## src/rtl/obuf_writeback_fifo_if.sv

```systemverilog
`default_nettype none
// ============================================================================
// obuf_writeback_fifo_if: array write stream in, output-buffer write port out.
// Rev 1.0
// ============================================================================
interface obuf_writeback_fifo_if #(
  parameter int OBUF_ADDR_WIDTH = 16,
  parameter int OUT_WIDTH       = 192
);
  logic                       sa_write_req;
  logic [OBUF_ADDR_WIDTH-1:0] sa_write_addr;
  logic [OUT_WIDTH-1:0]       sa_write_data;
  logic                       mem_write_req;
  logic [OBUF_ADDR_WIDTH-1:0] mem_write_addr;
  logic [OUT_WIDTH-1:0]       mem_write_data;
  logic                       mem_write_ready;

  modport master (
    output sa_write_req, sa_write_addr, sa_write_data, mem_write_ready,
    input  mem_write_req, mem_write_addr, mem_write_data
  );

  modport slave (
    input  sa_write_req, sa_write_addr, sa_write_data, mem_write_ready,
    output mem_write_req, mem_write_addr, mem_write_data
  );
endinterface
`default_nettype wire

```

## src/rtl/obuf_writeback_fifo.sv

```systemverilog
`default_nettype none
// ============================================================================
// obuf_writeback_fifo: systolic-array output-buffer write-back FIFO, drain FSM.
// Optional macro OBUF_WB_ADDR_CHECK_EN enables address-sequence checking. Rev 1.0
// ============================================================================
module obuf_writeback_fifo #(
  parameter int ARRAY_M         = 4,
  parameter int ACC_WIDTH       = 48,
  parameter int OUT_WIDTH       = ARRAY_M * ACC_WIDTH,
  parameter int OBUF_ADDR_WIDTH = 16,
  parameter int DEPTH           = 8,
  parameter int STALL_MARGIN    = 2
) (
  input  wire logic                  clk,
  input  wire logic                  reset,
  obuf_writeback_fifo_if.slave       bus,
  input  wire logic                  drain_req,
  output logic                       stall,
  output logic                       overflow,
  output logic                       addr_err,
  output logic                       drain_done,
  output logic [$clog2(DEPTH):0]     fifo_count
);
  localparam int PTR_W = $clog2(DEPTH);
  localparam int CNT_W = PTR_W + 1;
  localparam logic [CNT_W-1:0] FULL   = CNT_W'(DEPTH);
  localparam logic [CNT_W-1:0] MARGIN = CNT_W'(STALL_MARGIN);

  typedef enum logic [1:0] {
    IDLE  = 2'd0,
    DRAIN = 2'd1,
    DONE  = 2'd2
  } state_t;

  logic [OBUF_ADDR_WIDTH-1:0] addr_mem [DEPTH];
  logic [OUT_WIDTH-1:0]       data_mem [DEPTH];

  logic [PTR_W-1:0]           wr_ptr;
  logic [PTR_W-1:0]           rd_ptr;
  logic [PTR_W-1:0]           rd_ptr_next;
  logic [CNT_W-1:0]           count;
  logic [CNT_W-1:0]           count_after_pop;
  logic [CNT_W-1:0]           count_next;
  logic                       head_valid;
  logic [OBUF_ADDR_WIDTH-1:0] head_addr;
  logic [OUT_WIDTH-1:0]       head_data;
  logic                       full;
  logic                       push;
  logic                       pop;
  logic                       drain_finish;
  state_t                     state;

  assign full            = (count == FULL);
  assign pop             = head_valid && bus.mem_write_ready;
  assign push            = bus.sa_write_req && (!full || pop);
  assign count_after_pop = count - CNT_W'(pop);
  assign count_next      = count_after_pop + CNT_W'(push);
  assign rd_ptr_next     = rd_ptr + PTR_W'(pop);
  assign drain_finish    = (state == DRAIN) && (count_next == '0) && !push;

  // Request is masked during reset so no write escapes in the reset cycle.
  assign bus.mem_write_req  = head_valid && !reset;
  assign bus.mem_write_addr = head_addr;
  assign bus.mem_write_data = head_data;
  assign fifo_count         = count;

  always_ff @(posedge clk) begin
    if (push) begin
      addr_mem[wr_ptr] <= bus.sa_write_addr;
      data_mem[wr_ptr] <= bus.sa_write_data;
    end
  end

  always_ff @(posedge clk) begin
    if (reset) begin
      wr_ptr   <= '0;
      rd_ptr   <= '0;
      count    <= '0;
      stall    <= 1'b0;
      overflow <= 1'b0;
    end else begin
      if (push) begin
        wr_ptr <= wr_ptr + PTR_W'(1);
      end
      rd_ptr <= rd_ptr_next;
      count  <= count_next;
      stall  <= ((FULL - count_next) <= MARGIN);
      if (bus.sa_write_req && !push) begin
        overflow <= 1'b1;
      end
    end
  end

  // Head register: when the FIFO is otherwise empty the incoming push
  // becomes the head directly, bypassing the storage array.
  always_ff @(posedge clk) begin
    if (reset) begin
      head_valid <= 1'b0;
      head_addr  <= '0;
      head_data  <= '0;
    end else begin
      head_valid <= (count_next != '0);
      if (count_after_pop == '0) begin
        if (push) begin
          head_addr <= bus.sa_write_addr;
          head_data <= bus.sa_write_data;
        end
      end else if (pop) begin
        head_addr <= addr_mem[rd_ptr_next];
        head_data <= data_mem[rd_ptr_next];
      end
    end
  end

  always_ff @(posedge clk) begin
    if (reset) begin
      state      <= IDLE;
      drain_done <= 1'b0;
    end else begin
      drain_done <= 1'b0;
      case (state)
        IDLE: begin
          if (drain_req) begin
            state <= DRAIN;
          end
        end
        DRAIN: begin
          if (drain_finish) begin
            state      <= DONE;
            drain_done <= 1'b1;
          end
        end
        DONE: begin
          state <= IDLE;
        end
        default: begin
          state <= IDLE;
        end
      endcase
    end
  end

`ifdef OBUF_WB_ADDR_CHECK_EN
  logic [OBUF_ADDR_WIDTH-1:0] prev_addr;
  logic [OBUF_ADDR_WIDTH-1:0] prev_addr_inc;
  logic                       prev_valid;

  assign prev_addr_inc = prev_addr + OBUF_ADDR_WIDTH'(1);

  // History is forgotten at end of tile so the next tile may start anywhere.
  always_ff @(posedge clk) begin
    if (reset) begin
      prev_addr  <= '0;
      prev_valid <= 1'b0;
      addr_err   <= 1'b0;
    end else if (push) begin
      if (prev_valid && (bus.sa_write_addr != prev_addr) &&
          (bus.sa_write_addr != prev_addr_inc)) begin
        addr_err <= 1'b1;
      end
      prev_addr  <= bus.sa_write_addr;
      prev_valid <= 1'b1;
    end else if (drain_finish) begin
      prev_valid <= 1'b0;
    end
  end
`else
  assign addr_err = 1'b0;
`endif

endmodule
`default_nettype wire

```

## src/flat_wrapper.sv

```systemverilog
// flat-port wrapper written by rule: the top's interface ports become plain ports
module obuf_writeback_fifo_flat 
#(
  parameter int ARRAY_M         = 4,
  parameter int ACC_WIDTH       = 48,
  parameter int OUT_WIDTH       = ARRAY_M * ACC_WIDTH,
  parameter int OBUF_ADDR_WIDTH = 16,
  parameter int DEPTH           = 8,
  parameter int STALL_MARGIN    = 2
)
  (clk, reset, drain_req, stall, overflow, addr_err, drain_done, fifo_count, bus_sa_write_req, bus_sa_write_addr, bus_sa_write_data, bus_mem_write_ready, bus_mem_write_req, bus_mem_write_addr, bus_mem_write_data);
  obuf_writeback_fifo_if #(.OBUF_ADDR_WIDTH(OBUF_ADDR_WIDTH), .OUT_WIDTH(OUT_WIDTH)) bus_i ();
  input  wire logic clk;
  input  wire logic reset;
  input  wire logic drain_req;
  output logic stall;
  output logic overflow;
  output logic addr_err;
  output logic drain_done;
  output logic [$clog2(DEPTH):0] fifo_count;
  input wire logic [$bits(bus_i.sa_write_req)-1:0] bus_sa_write_req;
  input wire logic [$bits(bus_i.sa_write_addr)-1:0] bus_sa_write_addr;
  input wire logic [$bits(bus_i.sa_write_data)-1:0] bus_sa_write_data;
  input wire logic [$bits(bus_i.mem_write_ready)-1:0] bus_mem_write_ready;
  output wire logic [$bits(bus_i.mem_write_req)-1:0] bus_mem_write_req;
  output wire logic [$bits(bus_i.mem_write_addr)-1:0] bus_mem_write_addr;
  output wire logic [$bits(bus_i.mem_write_data)-1:0] bus_mem_write_data;
  assign bus_i.sa_write_req = bus_sa_write_req;
  assign bus_i.sa_write_addr = bus_sa_write_addr;
  assign bus_i.sa_write_data = bus_sa_write_data;
  assign bus_i.mem_write_ready = bus_mem_write_ready;
  assign bus_mem_write_req = bus_i.mem_write_req;
  assign bus_mem_write_addr = bus_i.mem_write_addr;
  assign bus_mem_write_data = bus_i.mem_write_data;
  obuf_writeback_fifo #(.ARRAY_M(ARRAY_M), .ACC_WIDTH(ACC_WIDTH), .OUT_WIDTH(OUT_WIDTH), .OBUF_ADDR_WIDTH(OBUF_ADDR_WIDTH), .DEPTH(DEPTH), .STALL_MARGIN(STALL_MARGIN)) u_core (.clk(clk), .reset(reset), .bus(bus_i), .drain_req(drain_req), .stall(stall), .overflow(overflow), .addr_err(addr_err), .drain_done(drain_done), .fifo_count(fifo_count));
endmodule
```

## config.mk

```make
export PLATFORM = sky130hd
export DESIGN_NAME = obuf_writeback_fifo_flat
export DESIGN_NICKNAME = d
export VERILOG_FILES = /design/src/rtl/obuf_writeback_fifo_if.sv /design/src/rtl/obuf_writeback_fifo.sv /design/src/flat_wrapper.sv
export SDC_FILE = /design/constraint.sdc
export NUM_CORES = 2
export LEC_CHECK = 0
export ABC_AREA = 0
export BUFFER_PORTS_ARGS = -buffer_cell sky130_fd_sc_hd__buf_2
export CORE_MARGIN = 1.5
export CORE_UTILIZATION = 56
export DETAILED_ROUTE_END_ITERATION = 16
export GPL_ROUTABILITY_DRIVEN = 0
export PLACE_DENSITY = 0.73
export SLEW_MARGIN = 20
export SYNTH_ARGS = -nofsm -noshare
export SYNTH_HDL_FRONTEND = slang
export SYNTH_SLANG_ARGS = --single-unit
```

## constraint.sdc

```tcl
create_clock -name clk -period 41.5 [get_ports clk]
set_input_delay 4.15 -clock clk [delete_from_list [all_inputs] [get_ports clk]]
set_output_delay 4.15 -clock clk [all_outputs]
set_load 0.02 [all_outputs]
```

==> summary.md <==
| Metric | Value |
|---|---|
| Status | `finished, final reports clean` |
| Final-report max-slew violation count | `0` |
| Dpl ws | `just over 30 ns` |
| Setup TNS | `0 ns` |
| Routed Antenna Nets | `0` |
| Largest net degree at the start of global routing | `192` |
| Synth Instances | `3,920` |
| Initial Util | `between 50% and 60%` |
| Psw | `about 0.0015 W` |
| Worst Path Class, Setup | `input pin to register` |
| Worst setup path start | `bus_mem_write_ready` |
| Crit path max-delay family | `buffers and inverters` |
| Final Cycle Share | `between 20% and 30%` |
| CP max FO | `around 170` |
| Die extent in y | `roughly 360 um` |
| CTS Sinks | `between 1,500 and 2,000` |
| Post-synthesis cell area | `roughly 0.071 mm^2` |
| Row count | `130` |
| Switching Share | `around 29%` |
| Die area | `0.1297 mm^2` |
| Antenna violations before repair | `50` |
| Skew final | `approximately 0.044 ns` |
| Number of global-route vias before repair | `between 30,000 and 40,000` |
| Worst setup endpoint | `u_core.bus.mem_write_data[15]$_SDFFE_PP0P_` |
| Core box area | `~0.13 mm^2` |
| Vias/cell | `between 6 and 7` |
| Most frequent cell on the critical path | `buf_4` |
| Endpoints failing setup | `0` |
| Syn Nets | `4,141` |
| R2R setup slack | `34.89 ns` |
| R2R Path End | `u_core.bus.mem_write_data[15]$_SDFFE_PP0P_` |
| Worst hold path type | `register to register` |
| Root Driver | `clkbuf_16` |
| Clock tree buffer depth | `3` |
| Tmin final | `about 9.8 ns` |
| Total track usage | `about 25%` |
| Slowest cell delay on critical path | `around 0.93 ns` |
| Leak pwr | `between 20 and 30 nW` |
| Crit start category | `input pin` |
| Placed insts | `approximately 5,800` |
| Crit path capture type | `register` |
| Setup WS post-layout | `between 30 and 40 ns` |
| FF-to-FF Start | `u_core.head_valid$_SDFF_PP0_` |
| First-pass GRT wire length | `about 250,000 um` |
| Buffers on Ports | `~430` |
| Layout cells sized above 1 | `between 20% and 30%` |
| Maximum vdd drop | `about 0.080 mV` |
| Power share of the clock group | `around a third` |
| Pwr/cell area | `approximately 62 mW/mm^2` |
| Area growth syn-to-layout | `13.34%` |
| Layout Nets | `4,528` |
| Clk Latency, worst-skew pair | `0.82 ns` |
| Max_cap viols | `0` |
| Detail Placement HPWL | `approximately 80,000 um` |
| F_max | `slightly above 100 MHz` |
| Setup Buffers After CTS | `0` |
| Clock-pin slew on the worst setup and hold paths | `~0.06 ns` |
| Grt total ovfl | `0` |
| Pint | `0.003549 W` |
| Post-route DRC | `0` |
| Logic pwr share | `19.9%` |
| CP Cell Sequence | `buf_2 > nand2_1 > inv_1 > ha_1 > ha_4 > buf_12 > buf_4 > buf_4 > buf_4 > mux2_2 > o22ai_1 > a2111oi_0 > a221o_1` |
| CP Depth | `13` |
| Pre-antenna DRT Iters | `7` |
| Top Ports | `430` |
| Yosys warns | `0` |
| Seq pwr share | `47.0%` |
| Min Hold Slack | `0.4797 ns` |
| Cts bufs inserted | `roughly 180` |
| Final core utilization | `64.20%` |
| Req. time, crit path | `about 42 ns` |
| RSZ-0062 raised after global routing | `no` |
| Wire length per cell | `roughly 27 um` |
| Slew @ Worst Pin | `1.159 ns` |
| Die W | `~360 um` |
| TritonCTS clock tree | `yes` |
| Sequential fraction of the synthesis area | `76.26%` |
| Total Wirelength | `about 160,000 um` |
| Routed via count | `a little under 40,000` |
| Slowest cell on crit path | `ha_4` |
| # resized after CTS | `0` |
| Worst Path Buf+Inv | `6` |
| Htree depth | `4` |
| Post-synthesis register bit count | `between 1,500 and 2,000` |
| Layout Cells excl Fill | `slightly above 6,000` |
| Avg Cell Area, Syn | `18.21 um^2` |
| Cell variety after synth | `between 40 and 50` |
| Cts hold-fix bufs | `0` |
| DRT iter0 DRCs | `between 4,000 and 5,000` |
| Worst reg-to-reg path cell count | `12` |
| Worst Path Arrival | `approximately 10 ns` |
| Final hold vios | `0` |
| Slew HR | `between 20 and 25%` |
logic make-up (layout without fill, tap and decap cells):
group	count (synthesis)	count (layout)	share of synthesized area, %
DFF	1888	1888	76.26
AOI/OAI and AO/OA	843	843	9.608
muxes	626	626	9.507
buffers and inverters	289	834	2.157
and+or+nand+nor	257	257	2.180
adders and majority gates	8	8	0.1402
xor gates and xnor gates	8	8	0.1384
other	1	22	0.005252
cells in the mapped netlist, drive strengths merged:
library cell | instances | share of area (%)
a2111oi | 208 | 2.6
a211oi | 208 | 2.2
a21oi | 4 | 0.028
a221o | 208 | 2.9
a41oi | 3 | 0.047
and2 | 1 | 0.0088
and3 | 5 | 0.044
buf | 188 | 1.6
clkbuf | 93 | 0.55
conb | 1 | 0.0053
dfxtp | 224 | 6.3
edfxtp | 1664 | 70
ha | 8 | 0.14
inv | 8 | 0.042
mux2 | 417 | 6.6
mux2i | 209 | 2.9
nand2 | 9 | 0.047
nand2b | 4 | 0.035
nand3 | 2 | 0.014
nor2 | 12 | 0.063
nor2b | 212 | 1.9
nor3 | 3 | 0.021
nor3b | 2 | 0.021
nor4 | 3 | 0.026
nor4b | 2 | 0.025
o211a | 1 | 0.014
o211ai | 1 | 0.011
o21ai | 2 | 0.014
o22ai | 208 | 1.8
or2 | 2 | 0.018
xnor2 | 5 | 0.082
xnor3 | 1 | 0.032
xor2 | 2 | 0.025
placed cells by master, fill, tap and decap left out, types with 3 or more instances in the layout:
master and count:
and3_1 5, mux2i_1 209, inv_6 3, clkinv_1 14, diode_2 21, clkbuf_16 185
clkinvlp_4 6, dfxtp_1 224, clkbuf_8 25, clkbuf_1 58, ha_1 7, mux2_2 417
nor2b_1 212, nand2b_4 3, a2111oi_1 10, buf_2 428, o22ai_1 208, clkinv_4 3
a221o_1 208, xnor2_1 3, nor2_1 11, a211oi_1 208, edfxtp_1 1664, inv_1 8
a2111oi_0 198, clkinv_2 27, nand2_1 9, clkinv_16 6, buf_4 42, inv_16 4
bufinv_16 12, buf_12 13, a21oi_1 3
final cells by class:
class	instances	area [um^2]
Sequential cell	1888	54450
Timing Repair Buffer	483	2718
Clock inverter	75	905.9
Multi-Input combinational cell	1743	15510
Tap cell	1650	2064
Inverter	8	30.03
Clock buffer	268	5191
Antenna cell	21	52.55
Fill cell	8464	45130
worst register-to-register path, delay by kind of cell, from the launching register on:
kind | cells | cell delay (ns)
compound gates | 3 | 0.62
mux | 1 | 0.48
flops | 1 | 0.31
fa+ha+maj | 2 | 1.15
simple gates | 1 | 0.23
buf+inv | 5 | 3.70
registers in the layout, summed over array words and instances, names as in the netlist:
register / flops
u_core.data_mem: 1536
u_core.bus.mem_write_data: 192
u_core.addr_mem: 128
u_core.bus.mem_write_addr: 16
u_core.fifo_count: 4
u_core.rd_ptr: 3
u_core.wr_ptr: 3
u_core.state: 2
u_core.drain_done: 1
u_core.head_valid: 1
u_core.overflow: 1
u_core.stall: 1
routing by layer:
layer	wire length (um)	global-route usage, %	vias to the layer above
met3	13440	6.191	281
met5	316	0	-
met4	3189	7.752	50
met2	77940	39.48	1504
li1	-	-	17030
met1	69610	34.71	19890
per-stage QoR:
| stage | area (um^2) | total power (W) |
|---|---|---|
| finish | 80930 | 0.005012 |
| CTS | 80870 | 0.005038 |
| floorplan | 71400 | 0.003073 |
| detailed placement | 74780 | 0.003385 |
| global route | 80920 | 0.005185 |
| global placement | 74780 | 0.003364 |
power by group through the flow:
| stage | clock, W | combinational (W) | sequential (W) |
|---|---|---|---|
| after detailed placement | 0 | 0.000997 | 0.00239 |
| after floorplan | 0 | 0.000522 | 0.00255 |
| after global placement | 0 | 0.000981 | 0.00238 |
| final | 0.00166 | 0.000999 | 0.00235 |
| after global routing | 0.00176 | 0.00106 | 0.00237 |
| after CTS | 0.00168 | 0.00100 | 0.00235 |
how the worst min path moves through the flow:
stage	startpoint	end	slack, ns	cells after the start
floorplan	u_core.state[1]$_SDFFE_PP0P_	u_core.state[0]$_SDFFE_PP0P_	0.47	3
global placement	u_core.overflow$_SDFFE_PP0P_	u_core.overflow$_SDFFE_PP0P_	0.46	2
detailed placement	u_core.overflow$_SDFFE_PP0P_	u_core.overflow$_SDFFE_PP0P_	0.46	2
CTS	u_core.bus.mem_write_data[55]$_SDFFE_PP0P_	u_core.bus.mem_write_data[55]$_SDFFE_PP0P_	0.48	1
global route	u_core.bus.mem_write_data[56]$_SDFFE_PP0P_	u_core.bus.mem_write_data[56]$_SDFFE_PP0P_	0.49	1
finish	u_core.bus.mem_write_addr[3]$_SDFFE_PP0P_	u_core.bus.mem_write_addr[3]$_SDFFE_PP0P_	0.48	1
No activity file was read; power rests on OpenSTA's default activity.
